### src/rtl/muxn_hpc1_pkg.sv
// Shared definitions for the HPC1 masked multiplexer family: share count,
// per-gadget randomness budget and the index helpers used to slice packed
// share vectors and the randomness bus.
package muxn_hpc1_pkg;

   // Number of Boolean shares for a given probing order.
   function automatic int num_shares(input int order);
      return order + 1;
   endfunction

   // Number of unordered share pairs (i < j) for d shares.
   function automatic int pair_count(input int d);
      return (d * (d - 1)) / 2;
   endfunction

   // Fresh bits per HPC1 AND: one refresh bit plus one DOM bit per pair.
   function automatic int rnd_per_and(input int d);
      return d * (d - 1);
   endfunction

   // Dense index of share pair (i, j), i < j, within one block of pair bits.
   function automatic int pair_idx(input int i, input int j, input int d);
      return i * d - (i * (i + 1)) / 2 + (j - i - 1);
   endfunction

   // Number of tree muxes that sit in the levels below level l.
   function automatic int level_base(input int l, input int n);
      return n - (n >> l);
   endfunction

   // Tree node feeding the even input of mux m at level l.
   // Nodes 0..n-1 are the input words; node n+g is the output of mux g.
   function automatic int src_node(input int l, input int m, input int n);
      if (l == 0) begin
         return 2 * m;
      end else begin
         return n + level_base(l - 1, n) + 2 * m;
      end
   endfunction

endpackage

### src/rtl/muxn_hpc1_mux2.sv
// Masked 2:1 word mux built from HPC1 AND gadgets.
// out = b ^ (s & (a ^ b)); the AND is the only non-linear step and uses one
// HPC1 gadget per bit, all sharing the same select shares.

// HPC1 AND gadget: z = a & b on d shares. Operand b is refreshed first,
// then multiplied DOM-style with one fresh bit per cross pair.
module hpc1_and
   import muxn_hpc1_pkg::*;
#(
   parameter  int D        = 3,
   parameter  int PIPELINE = 1,
   localparam int NP       = pair_count(D),
   localparam int RND      = rnd_per_and(D)
) (
   input  logic           clk,
   input  logic [D-1:0]   a,
   input  logic [D-1:0]   b,
   input  logic [RND-1:0] rnd,
   output logic [D-1:0]   z
);

   logic [D-1:0]   b_ref_s;
   logic [D-1:0]   a_use_s;
   logic [D-1:0]   b_use_s;
   logic [D*D-1:0] prod_s;
   logic [D*D-1:0] prod_use_s;
   logic [D-1:0]   z_s;

   // Refresh b: each pair bit is added to both shares of its pair.
   always_comb begin
      b_ref_s = b;
      for (int i = 0; i < D; i++) begin
         for (int j = i + 1; j < D; j++) begin
            b_ref_s[i] = b_ref_s[i] ^ rnd[pair_idx(i, j, D)];
            b_ref_s[j] = b_ref_s[j] ^ rnd[pair_idx(i, j, D)];
         end
      end
   end

   generate
      if (PIPELINE != 0) begin : g_reg
         logic [D-1:0]   a_r;
         logic [D-1:0]   b_ref_r;
         logic [D*D-1:0] prod_r;

         // First stage: refreshed b and a realigned; share registers are never reset.
         always_ff @(posedge clk) begin
            a_r     <= a;
            b_ref_r <= b_ref_s;
         end

         // Second stage: cross products settle in registers before compression.
         always_ff @(posedge clk) begin
            prod_r <= prod_s;
         end

         assign a_use_s    = a_r;
         assign b_use_s    = b_ref_r;
         assign prod_use_s = prod_r;
      end else begin : g_comb
         logic clk_unused_s;
         assign clk_unused_s = clk;
         assign a_use_s      = a;
         assign b_use_s      = b_ref_s;
         assign prod_use_s   = prod_s;
      end
   endgenerate

   // DOM cross products; both products of a pair share one fresh mask bit.
   always_comb begin
      prod_s = {(D*D){1'b0}};
      for (int i = 0; i < D; i++) begin
         for (int j = 0; j < D; j++) begin
            if (i == j) begin
               prod_s[i*D+j] = a_use_s[i] & b_use_s[j];
            end else if (i < j) begin
               prod_s[i*D+j] = (a_use_s[i] & b_use_s[j]) ^ rnd[NP + pair_idx(i, j, D)];
            end else begin
               prod_s[i*D+j] = (a_use_s[i] & b_use_s[j]) ^ rnd[NP + pair_idx(j, i, D)];
            end
         end
      end
   end

   // Compress row i of the product matrix into output share i.
   always_comb begin
      z_s = {D{1'b0}};
      for (int i = 0; i < D; i++) begin
         for (int j = 0; j < D; j++) begin
            z_s[i] = z_s[i] ^ prod_use_s[i*D+j];
         end
      end
   end

   assign z = z_s;

endmodule

// WIDTH-bit masked 2:1 mux: sel = 1 picks a_word, sel = 0 picks b_word.
module mux2_hpc1_word
   import muxn_hpc1_pkg::*;
#(
   parameter  int D        = 3,
   parameter  int WIDTH    = 8,
   parameter  int PIPELINE = 1,
   localparam int WD       = WIDTH * D,
   localparam int RND      = rnd_per_and(D)
) (
   input  logic                 clk,
   input  logic [WD-1:0]        a_word,
   input  logic [WD-1:0]        b_word,
   input  logic [D-1:0]         sel,
   input  logic [WIDTH*RND-1:0] rnd,
   output logic [WD-1:0]        out_word
);

   logic [WD-1:0] diff_s;
   logic [WD-1:0] and_s;
   logic [WD-1:0] b_dly_s;

   assign diff_s = a_word ^ b_word;

   generate
      for (genvar j = 0; j < WIDTH; j++) begin : g_bit
         hpc1_and #(
            .D        (D),
            .PIPELINE (PIPELINE)
         ) u_and (
            .clk (clk),
            .a   (diff_s[j*D +: D]),
            .b   (sel),
            .rnd (rnd[j*RND +: RND]),
            .z   (and_s[j*D +: D])
         );
      end

      if (PIPELINE != 0) begin : g_bdly
         logic [WD-1:0] b_d1_r;
         logic [WD-1:0] b_d2_r;

         // Two-stage delay of b to meet the gadget output; shares stay separate.
         always_ff @(posedge clk) begin
            b_d1_r <= b_word;
            b_d2_r <= b_d1_r;
         end

         assign b_dly_s = b_d2_r;
      end else begin : g_bwire
         assign b_dly_s = b_word;
      end
   endgenerate

   assign out_word = b_dly_s ^ and_s;

endmodule

### src/rtl/muxn_hpc1.sv
// Masked N:1 word multiplexer: a LOG2N-level tree of HPC1 2:1 word muxes,
// per-level select delay lines and a public valid pipeline. Output shares are
// forced to zero whenever the (public) valid tag is low.
module muxn_hpc1
   import muxn_hpc1_pkg::*;
#(
   parameter  int SECURITY_ORDER = 2,
   parameter  int WIDTH          = 8,
   parameter  int LOG2N          = 2,
   parameter  int PIPELINE       = 1,
   localparam int D              = num_shares(SECURITY_ORDER),
   localparam int N              = 1 << LOG2N,
   localparam int WD             = WIDTH * D,
   localparam int RND_PER_AND    = rnd_per_and(D),
   localparam int NODES          = 2 * N - 1
) (
   input  logic                             clk,
   input  logic                             rst_n,
   input  logic                             in_valid,
   input  logic [N*WD-1:0]                  in_data,
   input  logic [LOG2N*D-1:0]               in_sel,
   input  logic [(N-1)*WIDTH*RND_PER_AND-1:0] rnd,
   output logic                             out_valid,
   output logic [WD-1:0]                    out_data
);

   logic [NODES*WD-1:0]  node_s;
   logic [LOG2N*D-1:0]   sel_lvl_s;
   logic [WD-1:0]        root_s;
   logic [WD-1:0]        out_data_s;
   logic                 out_valid_s;

   assign node_s[N*WD-1:0] = in_data;

   generate
      // Select bit l must arrive 2*l cycles late to meet level-l data.
      for (genvar l = 0; l < LOG2N; l++) begin : g_sel
         if (PIPELINE == 0 || l == 0) begin : g_wire
            assign sel_lvl_s[l*D +: D] = in_sel[l*D +: D];
         end else begin : g_dly
            logic [2*l-1:0][D-1:0] sdly_r;

            // Share-wise select delay line, no recombination, no reset.
            always_ff @(posedge clk) begin
               sdly_r[0] <= in_sel[l*D +: D];
               for (int k = 1; k < 2 * l; k++) begin
                  sdly_r[k] <= sdly_r[k-1];
               end
            end

            assign sel_lvl_s[l*D +: D] = sdly_r[2*l-1];
         end
      end

      // Mux tree; randomness sliced level-major, then mux, then bit.
      for (genvar l = 0; l < LOG2N; l++) begin : g_lvl
         for (genvar m = 0; m < (N >> (l + 1)); m++) begin : g_mux
            localparam int G   = level_base(l, N) + m;
            localparam int SRC = src_node(l, m, N);

            mux2_hpc1_word #(
               .D        (D),
               .WIDTH    (WIDTH),
               .PIPELINE (PIPELINE)
            ) u_mux (
               .clk      (clk),
               .a_word   (node_s[(SRC+1)*WD +: WD]),
               .b_word   (node_s[SRC*WD +: WD]),
               .sel      (sel_lvl_s[l*D +: D]),
               .rnd      (rnd[G*WIDTH*RND_PER_AND +: WIDTH*RND_PER_AND]),
               .out_word (node_s[(N+G)*WD +: WD])
            );
         end
      end

      if (PIPELINE != 0) begin : g_vld
         localparam int LAT = 2 * LOG2N;
         logic [LAT-1:0] vld_r;

         // Valid tags follow the data; reset drops everything in flight.
         always_ff @(posedge clk or negedge rst_n) begin
            if (!rst_n) begin
               vld_r <= {LAT{1'b0}};
            end else begin
               vld_r <= {vld_r[LAT-2:0], in_valid};
            end
         end

         assign out_valid_s = vld_r[LAT-1];
      end else begin : g_novld
         logic rst_unused_s;
         assign rst_unused_s = rst_n;
         assign out_valid_s  = in_valid;
      end
   endgenerate

   assign root_s = node_s[(NODES-1)*WD +: WD];

   // Gate output shares with the public valid tag.
   always_comb begin
      if (out_valid_s) begin
         out_data_s = root_s;
      end else begin
         out_data_s = {WD{1'b0}};
      end
   end

   assign out_valid = out_valid_s;
   assign out_data  = out_data_s;

endmodule

### config.mk
export PLATFORM = sky130hd
export DESIGN_NAME = muxn_hpc1
export DESIGN_NICKNAME = d
export VERILOG_FILES = /design/src/rtl/muxn_hpc1_pkg.sv /design/src/rtl/muxn_hpc1_mux2.sv /design/src/rtl/muxn_hpc1.sv
export SDC_FILE = /design/constraint.sdc
export NUM_CORES = 1
export LEC_CHECK = 0
export BUFFER_PORTS_ARGS = -buffer_cell sky130_fd_sc_hd__buf_2
export CAP_MARGIN = 25
export CORE_ASPECT_RATIO = 1.1
export CORE_UTILIZATION = 30
export DETAILED_ROUTE_END_ITERATION = 6
export GPL_ROUTABILITY_DRIVEN = 0
export GPL_TIMING_DRIVEN = 0
export PLACE_DENSITY = 0.54
export SLEW_MARGIN = 0
export SYNTH_ARGS = -nofsm -noshare
export SYNTH_HDL_FRONTEND = slang
export SYNTH_SLANG_ARGS = --single-unit
export TNS_END_PERCENT = 10
### constraint.sdc
create_clock -name clk -period 0.8 [get_ports clk]
set_input_delay 0.16 -clock clk [delete_from_list [all_inputs] [get_ports clk]]
set_output_delay 0.16 -clock clk [all_outputs]
set_load 0.005 [all_outputs]
==> run metrics <==
status=finished, violations left; failing checks=setup timing; Setup WS post-layout=-897 ps; first-iteration detailed-routing DRC count=213; CTS tree=yes; Inserted Clock Buffers=53; Cell variety after synth=9; vias in the first global route=10,751; yosys warns=0; Achievable Freq=0.589 GHz; clock buffer depth=3; Final Instance Area=24,000 sq um; leakage power=9.86 nW; antenna violation net count after detailed routing=0; CORE AREA=54,100 sq um; CP arrival=1540 ps; syn avg cell area=12.3 sq um; Post-DP Area=18,900 sq um; row cnt=89; PD cells=3240 nW/um^2; Max H-tree Level=2; # diodes=0; width of the die=226 microns; Worst Tran Pin Value=408 ps; min Tclk post-route=1700 ps; clk slew on worst S/H paths=60 ps; drt total wl=35.7 mm; Post-Syn Area=16,600 sq um; total placed cells including tap cells=2,339; register area share after synthesis=0.623; post-route DRC violation count=0; RSZ-0062 raised after global routing=true; post-DR wirelength/cell=13.3 microns; final setup skew=15.6 ps; peak supply drop=0.00147 V; Pins Over Slew Limit=0; crit path capture type=output port; Fin. Hold Viols=0; antenna violations before repair=1; CTS sink cnt=514; worst min-delay path category=primary input to register; CTS root buffer=clkbuf_16; Syn Nets=1,590; Detailed Place HPWL=24.4 mm; share of cells above drive strength 1=0.265; Initial Utilization=0.306; crit path launch type=register; Final Instance Count excl. Fillers=2,676; setup_tns=-23,680 ps; GRT overflow=0; Final period util=2.12; P&R area growth vs syn=44.9%; first-pass GRT wire length=55.1 mm; total of flip-flops plus latches after synthesis=514; IO Count=274; Die H=248 microns; Skew-Pair Late Insertion Delay=580 ps; final setup violation count=59; routed vias=10,107; full die area=56,100 sq um; Critical Path RT=640 ps; Syn Inst Count=1,341; Max-Cap Viols=0; largest net degree at the start of global routing=15; total chip power=77.8 mW; Setup CP Type=register to output port; Slew Limit Headroom=0.728; I/O Buffers=270; Worst Path Max Fanout=1; fillcell total=5,038; total track usage=0.128; dpl ws=-758 ps; fin nets=2,162; drt pass-1 iters=4; Vias/cell=3.78
## state kept, by name (all words and copies together), names as in the netlist
name                                        flops
g_lvl.g_mux.u_mux.g_bit.u_and.b_use_s          72
g_lvl.g_mux.u_mux.b_dly_s                      72
g_lvl.g_mux.u_mux.g_bit.u_and.a_use_s          72
g_vld.vld_r                                     4
g_sel.g_dly.sdly_r                              6
g_lvl.g_mux.u_mux.g_bdly.b_d1_r                72
g_lvl.g_mux.u_mux.g_bit.u_and.g_reg.prod_r    216
## report_power, final
part / internal, mW / switching, mW / total [mW]
combinational: 11.1 / 6.89 / 18.0
sequential: 31.6 / 2.99 / 34.6
clock: 15.5 / 9.74 / 25.2
total: 58.2 / 19.6 / 77.8
## cell usage after synthesis
cell	n	area, sq um
and2_1	96	601
buf_4	4	30.0
xor2_1	96	841
clkbuf_1	2	7.51
nand2_1	144	541
xnor2_1	480	4200
buf_2	5	25.0
dfxtp_1	510	10200
dfrtp_1	4	100
## final cells by class
cell class / count / area, sq um / share of cell area
repair buffers: 517 / 3880 / 0.162
plain buffers: 11 / 138 / 0.00574
clock buffers: 75 / 1600 / 0.0668
flip-flops and latches: 514 / 10400 / 0.433
clock inverters: 15 / 219 / 0.00913
well taps: 728 / 911 / 0.0380
multi-input cells: 816 / 6860 / 0.286
## final timing paths
| kind | startpoint | end | slack, ps | cells after the start |
|---|---|---|---|---|
| max | register | out_data[23] | -900 | 4 |
| min | in_sel[0] | g_lvl[0].g_mux[1].u_mux.g_bit[4].u_and.b_use_s[0]$_DFF_P_ | 50 | 2 |
| max reg2reg | g_lvl[0].g_mux[0].u_mux.b_dly_s[4]$_DFF_P_ | g_lvl[1].g_mux[0].u_mux.g_bit[1].u_and.a_use_s[1]$_DFF_P_ | -150 | 3 |
| min reg2reg | g_lvl[1].g_mux[0].u_mux.g_bdly.b_d1_r[21]$_DFF_P_ | g_lvl[1].g_mux[0].u_mux.b_dly_s[21]$_DFF_P_ | 320 | 0 |
| max in group asynchronous | rst_n | g_vld.vld_r[3]$_DFF_PN0_ | 40 | 3 |
| min in group asynchronous | rst_n | g_vld.vld_r[0]$_DFF_PN0_ | 570 | 3 |
## logic make-up (layout without fill, tap and decap cells)
kind of cell / after synthesis / in the layout / share of synthesized area
xor+xnor: 576 / 576 / 0.305
simple gates: 240 / 240 / 0.0689
buf+inv: 11 / 618 / 0.00378
flops: 514 / 514 / 0.623
## layout by cell type (no fill, tap or decap), drive strengths merged
cell | Yosys | final
dfxtp | 510 | 510
xnor2 | 480 | 480
buf | 9 | 281
dlygate4sd3 | 0 | 246
nand2 | 144 | 144
and2 | 96 | 96
xor2 | 96 | 96
clkbuf | 2 | 76
bufinv | 0 | 5
clkinv | 0 | 5
dfrtp | 4 | 4
inv | 0 | 3
clkinvlp | 0 | 2
## through the flow
step           hold WS, ps   util
2_1_floorplan         -136      -
3_3_place_gp         -29.6  0.348
3_5_place_dp         -28.1  0.348
4_1_cts               6.93  0.436
5_1_grt               7.75  0.443
6_report              46.6  0.443
## layer usage
layer / GRT usage / wire (microns)
met5: 0 / 13
met4: 0.0402 / 795
met3: 0.0353 / 1980
met2: 0.240 / 18800
met1: 0.137 / 14100
## critical path, cell delays in order (launching register included)
cell and delay (ps):
dfxtp_1 310, xor2_1 160, xnor2_1 220, and2_1 160, buf_2 120
## timing repair
| action | in CTS | in global routing |
|---|---|---|
| setup buffers | 1 | 0 |
| hold endpoints to repair | 320 | 0 |
| gates resized for setup | 89 | 67 |
| hold buffers | 246 | 0 |
| endpoints found under the setup margin | 92 | 78 |
| pin swaps | 38 | 30 |
No activity file was read; power rests on OpenSTA's default activity.
